## config.mk

```make
export PLATFORM = sky130hd
export DESIGN_NAME = cook_sequencer_flat
export DESIGN_NICKNAME = d
export VERILOG_FILES = /design/src/rtl/microwave_pkg.sv /design/src/rtl/cook_sequencer_if.sv /design/src/rtl/digit_entry_reg.sv /design/src/rtl/cook_sequencer.sv /design/src/flat_wrapper.sv
export SDC_FILE = /design/constraint.sdc
export NUM_CORES = 1
export LEC_CHECK = 0
export ABC_CLOCK_PERIOD_IN_PS = 4100
export CAP_MARGIN = 15
export CORE_ASPECT_RATIO = 0.9
export CORE_MARGIN = 4
export CORE_UTILIZATION = 30
export DETAILED_ROUTE_END_ITERATION = 8
export GPL_ROUTABILITY_DRIVEN = 0
export GPL_TIMING_DRIVEN = 0
export SYNTH_ARGS = -nofsm -noshare
export SYNTH_HDL_FRONTEND = slang
export SYNTH_SLANG_ARGS = --single-unit
```

## constraint.sdc

```tcl
create_clock -name clk -period 4.1 [get_ports clk]
set_input_delay 0.82 -clock clk [delete_from_list [all_inputs] [get_ports clk]]
set_output_delay 0.82 -clock clk [all_outputs]
set_load 0.01 [all_outputs]
```

## src/rtl/microwave_pkg.sv

```systemverilog
// Shared definitions for the microwave cook controller.
package microwave_pkg;

    // Controller state; the encoding is visible on the debug state output
    typedef enum logic [2:0] {
        IDLE   = 3'd0,
        ENTRY  = 3'd1,
        COOK   = 3'd2,
        PAUSED = 3'd3,
        DONE   = 3'd4
    } state_e;

    localparam int unsigned MAX_TENS  = 5;
    localparam int unsigned MAX_DIGIT = 9;

    localparam int unsigned DEF_POWER_LEVELS = 10;
    localparam int unsigned DEF_BEEP_SECONDS = 3;

    // Power steps downward; level 1 wraps back to the top level
    function automatic logic [3:0] power_step(input logic [3:0] lvl, input int unsigned levels);
        return (lvl <= 4'd1) ? 4'(levels) : lvl - 4'd1;
    endfunction

endpackage

```

## src/rtl/cook_sequencer_if.sv

```systemverilog
// Keypad, prescaler, timer and display signals of the cook controller.
interface cook_sequencer_if;
    logic       tick_1hz;
    logic       key_valid;
    logic [3:0] key_digit;
    logic       start_btn;
    logic       stop_btn;
    logic       power_btn;
    logic       closed_door;
    logic       timer_zero;
    logic [3:0] preset_units;
    logic [3:0] preset_tens;
    logic [3:0] preset_minutes;
    logic       timer_load;
    logic       timer_en;
    logic       magnetron;
    logic [3:0] power_level;
    logic       beep;
    logic [2:0] state;

    // Surrounding system drives the inputs and observes the outputs
    modport master (
        output tick_1hz, key_valid, key_digit, start_btn, stop_btn, power_btn,
               closed_door, timer_zero,
        input  preset_units, preset_tens, preset_minutes, timer_load, timer_en,
               magnetron, power_level, beep, state
    );

    // Cook controller side
    modport slave (
        input  tick_1hz, key_valid, key_digit, start_btn, stop_btn, power_btn,
               closed_door, timer_zero,
        output preset_units, preset_tens, preset_minutes, timer_load, timer_en,
               magnetron, power_level, beep, state
    );
endinterface

```

## src/rtl/digit_entry_reg.sv

```systemverilog
// Three-digit M:SS preset shift register with the tens<=5 entry rule.
module digit_entry_reg
    import microwave_pkg::*;
(
    input  logic       clk,
    input  logic       clear,
    input  logic       i_shift,
    input  logic [3:0] i_digit,
    input  logic       i_clr_presets,
    output logic       o_key_ok,
    output logic       o_nonzero,
    output logic [3:0] o_units,
    output logic [3:0] o_tens,
    output logic [3:0] o_minutes
);

    logic [3:0] r_units;
    logic [3:0] r_tens;
    logic [3:0] r_minutes;
    logic       w_do_shift;

    // Units shift into tens, so a units digit above 5 would make an illegal tens digit
    assign o_key_ok   = (r_units <= 4'(MAX_TENS)) && (i_digit <= 4'(MAX_DIGIT));
    assign w_do_shift = i_shift && o_key_ok;
    assign o_nonzero  = |{r_minutes, r_tens, r_units};

    // Shift in a new digit from the right; the old minutes digit falls off
    always_ff @(posedge clk or posedge clear) begin
        if (clear) begin
            r_units   <= 4'd0;
            r_tens    <= 4'd0;
            r_minutes <= 4'd0;
        end else if (i_clr_presets) begin
            r_units   <= 4'd0;
            r_tens    <= 4'd0;
            r_minutes <= 4'd0;
        end else if (w_do_shift) begin
            r_minutes <= r_tens;
            r_tens    <= r_units;
            r_units   <= i_digit;
        end
    end

    assign o_units   = r_units;
    assign o_tens    = r_tens;
    assign o_minutes = r_minutes;

endmodule

```

## src/rtl/cook_sequencer.sv

```systemverilog
// Microwave cook cycle controller: preset entry, timer sequencing, magnetron duty and beep.
module cook_sequencer
    import microwave_pkg::*;
#(
    parameter int unsigned POWER_LEVELS = DEF_POWER_LEVELS,
    parameter int unsigned BEEP_SECONDS = DEF_BEEP_SECONDS
) (
    input logic             clk,
    input logic             clear,
    cook_sequencer_if.slave bus
);

    localparam int unsigned BEEP_W = (BEEP_SECONDS > 1) ? $clog2(BEEP_SECONDS) : 1;
    localparam logic [BEEP_W-1:0] BEEP_LAST = BEEP_W'(BEEP_SECONDS - 1);
    localparam logic [3:0]        DUTY_LAST = 4'(POWER_LEVELS - 1);
    localparam logic [3:0]        POWER_MAX = 4'(POWER_LEVELS);

    state_e            r_state;
    state_e            w_state_d;
    logic              w_load;
    logic              w_key_shift;
    logic              w_power_step;
    logic              w_clr_presets;
    logic              w_key_ok;
    logic              w_nonzero;

    logic [3:0]        r_duty_cnt;
    logic [3:0]        w_duty_d;
    logic [BEEP_W-1:0] r_beep_cnt;
    logic [BEEP_W-1:0] w_beep_d;
    logic [3:0]        r_power_level;
    logic [3:0]        w_power_d;

    logic              r_timer_load;
    logic              r_timer_en;
    logic              r_magnetron;
    logic              r_beep;
    logic              w_timer_load_d;
    logic              w_timer_en_d;
    logic              w_magnetron_d;
    logic              w_beep_d_out;

    logic [3:0]        w_units;
    logic [3:0]        w_tens;
    logic [3:0]        w_minutes;

    digit_entry_reg u_digits (
        .clk           (clk),
        .clear         (clear),
        .i_shift       (w_key_shift),
        .i_digit       (bus.key_digit),
        .i_clr_presets (w_clr_presets),
        .o_key_ok      (w_key_ok),
        .o_nonzero     (w_nonzero),
        .o_units       (w_units),
        .o_tens        (w_tens),
        .o_minutes     (w_minutes)
    );

    // State register
    always_ff @(posedge clk or posedge clear) begin
        if (clear) begin
            r_state <= IDLE;
        end else begin
            r_state <= w_state_d;
        end
    end

    // Next state and the single-cycle actions it implies
    always_comb begin
        w_state_d    = r_state;
        w_load       = 1'b0;
        w_key_shift  = 1'b0;
        w_power_step = 1'b0;
        unique case (r_state)
            IDLE, ENTRY: begin
                if (bus.stop_btn) begin
                    w_state_d = IDLE;
                end else if (bus.start_btn) begin
                    // A key arriving with start is dropped; start uses the old preset
                    if (r_state == ENTRY && bus.closed_door && w_nonzero) begin
                        w_state_d = COOK;
                        w_load    = 1'b1;
                    end
                end else if (bus.key_valid) begin
                    if (w_key_ok) begin
                        w_key_shift = 1'b1;
                        w_state_d   = ENTRY;
                    end
                end else if (bus.power_btn) begin
                    w_power_step = 1'b1;
                end
            end
            COOK: begin
                // Only trust timer_zero once the timer has actually been counting
                if (bus.timer_zero && r_timer_en) begin
                    w_state_d = DONE;
                end else if (bus.stop_btn || !bus.closed_door) begin
                    w_state_d = PAUSED;
                end
            end
            PAUSED: begin
                if (bus.stop_btn) begin
                    w_state_d = IDLE;
                end else if (bus.start_btn && bus.closed_door) begin
                    w_state_d = COOK;
                end
            end
            DONE: begin
                if (bus.stop_btn || !bus.closed_door) begin
                    w_state_d = IDLE;
                end else if (bus.tick_1hz && r_beep_cnt == BEEP_LAST) begin
                    w_state_d = IDLE;
                end
            end
            default: w_state_d = IDLE;
        endcase
    end

    // Every return to IDLE leaves the preset at 0:00
    assign w_clr_presets = (w_state_d == IDLE);

    // Duty, beep and power next values
    always_comb begin
        w_duty_d  = r_duty_cnt;
        w_beep_d  = r_beep_cnt;
        w_power_d = r_power_level;
        if (w_load) begin
            w_duty_d = 4'd0;
        end else if (r_state == COOK && w_state_d == COOK && bus.tick_1hz) begin
            w_duty_d = (r_duty_cnt == DUTY_LAST) ? 4'd0 : r_duty_cnt + 4'd1;
        end
        if (w_state_d == DONE && r_state != DONE) begin
            w_beep_d = '0;
        end else if (r_state == DONE && w_state_d == DONE && bus.tick_1hz) begin
            w_beep_d = r_beep_cnt + BEEP_W'(1);
        end
        if (w_power_step) begin
            w_power_d = power_step(r_power_level, POWER_LEVELS);
        end
    end

    // Duty, beep and power registers
    always_ff @(posedge clk or posedge clear) begin
        if (clear) begin
            r_duty_cnt    <= 4'd0;
            r_beep_cnt    <= '0;
            r_power_level <= POWER_MAX;
        end else begin
            r_duty_cnt    <= w_duty_d;
            r_beep_cnt    <= w_beep_d;
            r_power_level <= w_power_d;
        end
    end

    // Output next values, derived from the state being entered
    always_comb begin
        w_timer_load_d = w_load;
        // On the load cycle the timer is not yet enabled; it counts from the next clk
        w_timer_en_d   = (w_state_d == COOK) && !w_load;
        // Door term is redundant with the FSM but keeps the interlock local
        w_magnetron_d  = (w_state_d == COOK) && bus.closed_door && (w_duty_d < r_power_level);
        w_beep_d_out   = (w_state_d == DONE);
    end

    // Output registers
    always_ff @(posedge clk or posedge clear) begin
        if (clear) begin
            r_timer_load <= 1'b0;
            r_timer_en   <= 1'b0;
            r_magnetron  <= 1'b0;
            r_beep       <= 1'b0;
        end else begin
            r_timer_load <= w_timer_load_d;
            r_timer_en   <= w_timer_en_d;
            r_magnetron  <= w_magnetron_d;
            r_beep       <= w_beep_d_out;
        end
    end

    assign bus.preset_units   = w_units;
    assign bus.preset_tens    = w_tens;
    assign bus.preset_minutes = w_minutes;
    assign bus.timer_load     = r_timer_load;
    assign bus.timer_en       = r_timer_en;
    assign bus.magnetron      = r_magnetron;
    assign bus.power_level    = r_power_level;
    assign bus.beep           = r_beep;
    assign bus.state          = r_state;

endmodule

```

## src/flat_wrapper.sv

```systemverilog
// flat-port wrapper written by rule: the top's interface ports become plain ports
module cook_sequencer_flat import microwave_pkg::*;
#(
    parameter int unsigned POWER_LEVELS = DEF_POWER_LEVELS,
    parameter int unsigned BEEP_SECONDS = DEF_BEEP_SECONDS
)
  (clk, clear, bus_tick_1hz, bus_key_valid, bus_key_digit, bus_start_btn, bus_stop_btn, bus_power_btn, bus_closed_door, bus_timer_zero, bus_preset_units, bus_preset_tens, bus_preset_minutes, bus_timer_load, bus_timer_en, bus_magnetron, bus_power_level, bus_beep, bus_state);
  cook_sequencer_if bus_i ();
  input logic clk;
  input logic clear;
  input wire logic [$bits(bus_i.tick_1hz)-1:0] bus_tick_1hz;
  input wire logic [$bits(bus_i.key_valid)-1:0] bus_key_valid;
  input wire logic [$bits(bus_i.key_digit)-1:0] bus_key_digit;
  input wire logic [$bits(bus_i.start_btn)-1:0] bus_start_btn;
  input wire logic [$bits(bus_i.stop_btn)-1:0] bus_stop_btn;
  input wire logic [$bits(bus_i.power_btn)-1:0] bus_power_btn;
  input wire logic [$bits(bus_i.closed_door)-1:0] bus_closed_door;
  input wire logic [$bits(bus_i.timer_zero)-1:0] bus_timer_zero;
  output wire logic [$bits(bus_i.preset_units)-1:0] bus_preset_units;
  output wire logic [$bits(bus_i.preset_tens)-1:0] bus_preset_tens;
  output wire logic [$bits(bus_i.preset_minutes)-1:0] bus_preset_minutes;
  output wire logic [$bits(bus_i.timer_load)-1:0] bus_timer_load;
  output wire logic [$bits(bus_i.timer_en)-1:0] bus_timer_en;
  output wire logic [$bits(bus_i.magnetron)-1:0] bus_magnetron;
  output wire logic [$bits(bus_i.power_level)-1:0] bus_power_level;
  output wire logic [$bits(bus_i.beep)-1:0] bus_beep;
  output wire logic [$bits(bus_i.state)-1:0] bus_state;
  assign bus_i.tick_1hz = bus_tick_1hz;
  assign bus_i.key_valid = bus_key_valid;
  assign bus_i.key_digit = bus_key_digit;
  assign bus_i.start_btn = bus_start_btn;
  assign bus_i.stop_btn = bus_stop_btn;
  assign bus_i.power_btn = bus_power_btn;
  assign bus_i.closed_door = bus_closed_door;
  assign bus_i.timer_zero = bus_timer_zero;
  assign bus_preset_units = bus_i.preset_units;
  assign bus_preset_tens = bus_i.preset_tens;
  assign bus_preset_minutes = bus_i.preset_minutes;
  assign bus_timer_load = bus_i.timer_load;
  assign bus_timer_en = bus_i.timer_en;
  assign bus_magnetron = bus_i.magnetron;
  assign bus_power_level = bus_i.power_level;
  assign bus_beep = bus_i.beep;
  assign bus_state = bus_i.state;
  cook_sequencer #(.POWER_LEVELS(POWER_LEVELS), .BEEP_SECONDS(BEEP_SECONDS)) u_core (.clk(clk), .clear(clear), .bus(bus_i));
endmodule
```

==> run metrics <==
Setup Skew=0.004824 ns; Reg area=728.2 um^2; pre-CTS setup slack=0.8591 ns; total track usage=0.1131; H-tree level count=2; vias per cell=4.656; largest net degree at the start of global routing=30; share of the synthesized area in the top cell type=0.4189; Post CTS Setup Buffer Count=0; area post-placement=0.002047 mm^2; Remaining Overflow, GRT=0; Fillers=521; Chip Height=77.56 um; Post-Syn Nets=170; initial antenna violation count=0; post-synthesis async set-or-reset flop share=1.000; RSZ-0062 raised after global routing=false; CTS clock-pin slew for the worst setup and hold paths=0.06 ns; final max-slew violation count=0; Die X=85.29 um; post-placement cell count=253; CTS tree=built; critical-path maximum fanout=4; CTS buffer count=5; MaxCap Viol Count=0; hpwl dp=2578 um; critical path type=primary input to flop; element type at the critical path end=flop; insertion delay to the later sink of the worst-skew pair=0.27 ns; vias=1220; setup violators final=0; Starting Density=0.3087; fmax=337.8 MHz; ANT nets after route=0; leakage power=0.9971 nW; FF+latch count, synth=29; mean routed wirelength per cell=12.95 um; outcome=completed; worst slew pin tran=0.4229 ns; Area growth syn-to-layout=34.91%; synth unique cells=43; Worst EP required=4.28 ns; Syn. warnings=0; Worst Hold Class=flop to flop; total power=0.7821 mW; clock sinks=29; Layout Nets=213; worst path arrival time=3.14 ns; I/O Pins=36; First-pass DRT Iterations=4; Startpoint Class=primary input; core area=0.005224 mm^2; vias in the first global route=1240; die area=0.006615 mm^2; FP Rows=25; WL final=3394 um; cts hold-fix bufs=0; syn avg cell area=10.68 um^2; ant diodes=0; crit path time final=2.960 ns; EDFF count, synth=0; # DRC=0; clock root buffer=clkbuf_8; Synth Instances=151; Pwr Density=359.5 mW/mm^2; Final Non-Filler Cells=262; Most used DFF post-synth=dfrtp_1; design area=0.002176 mm^2; Cell Area, Synth=0.001613 mm^2; top post-synthesis cells by area=dfrtp_1 (42%), mux2i_1 (6.8%), ha_1 (4.7%); Synth area leader=dfrtp_1; Seq/Total Area, Yosys=0.4515; worst rel slew slack=0.7151; maximum VDD drop=0.0001655 V; First DRT Iteration DRCs=49; Final WS setup=1.140 ns; CTS resizes=0; Final Cycle Share=0.7220; CTS Buffer Depth=2; layout cells sized above 1=0.1897; input/output buffers=35; multi-input logic area=815.8 um^2; Final Hold Fails=0; first-pass GRT wire length=5989 um; Final TNS setup=0 ns
-- cell usage in the layout, fill, tap and decap left out, types with 2 or more instances in the layout --
cell             Yosys  routed
a21oi_1              9       9
a31oi_1              2       2
and2_1               2       2
buf_6                2       2
clkbuf_8             0       7
clkdlybuf4s50_1      0      35
dfrtp_1             27      27
dfstp_2              2       2
ha_1                 6       6
inv_1               11      11
mux2i_1             11      11
nand2_1             11      11
nand2b_1             3       3
nand3_1              4       4
nand4_1              3       3
nor2_1               8       8
nor2_2              10      10
nor2b_1              4       4
nor3_1               2       2
nor4_2               2       2
o211ai_1             2       2
o21ai_0              7       7
-- synthesized netlist by cell type, types with 2 or more instances --
cell       n
nor2_1     8
nand2b_1   3
dfrtp_1   27
buf_6      2
mux2i_1   11
o211ai_1   2
a31oi_1    2
nand2_1   11
dfstp_2    2
nor2b_1    4
ha_1       6
inv_1     11
nor4_2     2
o21ai_0    7
and2_1     2
nand4_1    3
nor2_2    10
nand3_1    4
a21oi_1    9
nor3_1     2
-- sequential cells by signal (all words and copies together), names as in the netlist --
register                   count
u_core.r_beep_cnt              2
u_core.bus.beep                1
u_core.u_digits.o_tens         4
u_core.u_digits.o_minutes      4
u_core.u_digits.o_units        4
u_core.bus.timer_en            1
u_core.r_duty_cnt              4
u_core.bus.state               3
u_core.bus.power_level         4
u_core.bus.timer_load          1
u_core.bus.magnetron           1
-- cell type report --
type / count / share of cell area
buffer: 3 / 0.01265
clock buffer: 7 / 0.04428
clock inverter: 1 / 0.002300
inverter: 11 / 0.01898
multi-input combinational: 108 / 0.3749
sequential: 29 / 0.3347
tap: 67 / 0.03853
timing repair buffer: 36 / 0.1737
-- metal layers --
metal / track usage / routed length, um
met2: 0.1592 / 1422
met3: 0.04565 / 200
met4: 0.03323 / 28
met5: 0 / 0
met1: 0.1586 / 1742
-- cell families (layout without fill, tap and decap cells) --
logic type / after synthesis / after routing / share of synthesized area
and+or+nand+nor: 59 / 59 / 0.2374
DFF: 29 / 29 / 0.4515
adders and majority gates: 6 / 6 / 0.04655
buffers and inverters: 14 / 58 / 0.04267
AOI/OAI and AO/OA: 30 / 30 / 0.1427
xor gates and xnor gates: 2 / 2 / 0.01086
muxes: 11 / 11 / 0.06827
-- stage by stage --
step | util | hold slack [ns]
6_report | 0.4165 | 0.5249
5_1_grt | 0.4165 | 0.5775
4_1_cts | 0.4113 | 0.5299
3_5_place_dp | 0.3919 | 0.5219
3_3_place_gp | 0.3919 | 0.5203
2_1_floorplan | - | 0.5028
-- critical path: stages --
cell and delay (ns):
clkdlybuf4s50_1 0.44, a21oi_1 0.36, and3_1 0.23, nand4_1 0.12, xnor2_1 0.19, nor2_1 0.08
ha_1 0.29, a21o_1 0.18, a21oi_1 0.15, o211ai_1 0.11, a41oi_1 0.18
-- where the power goes --
| part | switching (mW) | total (mW) | internal [mW] |
|---|---|---|---|
| Sequential | 0.0293 | 0.344 | 0.315 |
| Combinational | 0.0906 | 0.184 | 0.0937 |
| Clock | 0.103 | 0.254 | 0.151 |
| Total | 0.223 | 0.782 | 0.560 |
-- final timing paths --
kind	start	depth (start not counted)	slack, ns	to
max in group asynchronous	clear	3	2.90	u_core.r_duty_cnt[2]
min in group asynchronous	clear	2	0.79	u_core.bus.power_level[2]
worst max-delay path	bus_timer_zero	11	1.14	u_core.bus.magnetron
worst max register to register	u_core.bus.state[0]	10	1.68	u_core.bus.magnetron
worst min-delay path	u_core.r_beep_cnt[0]	2	0.52	u_core.r_beep_cnt[0]
worst min register to register	u_core.r_beep_cnt[0]	2	0.52	u_core.r_beep_cnt[0]
(Power assumes the default switching activity.)
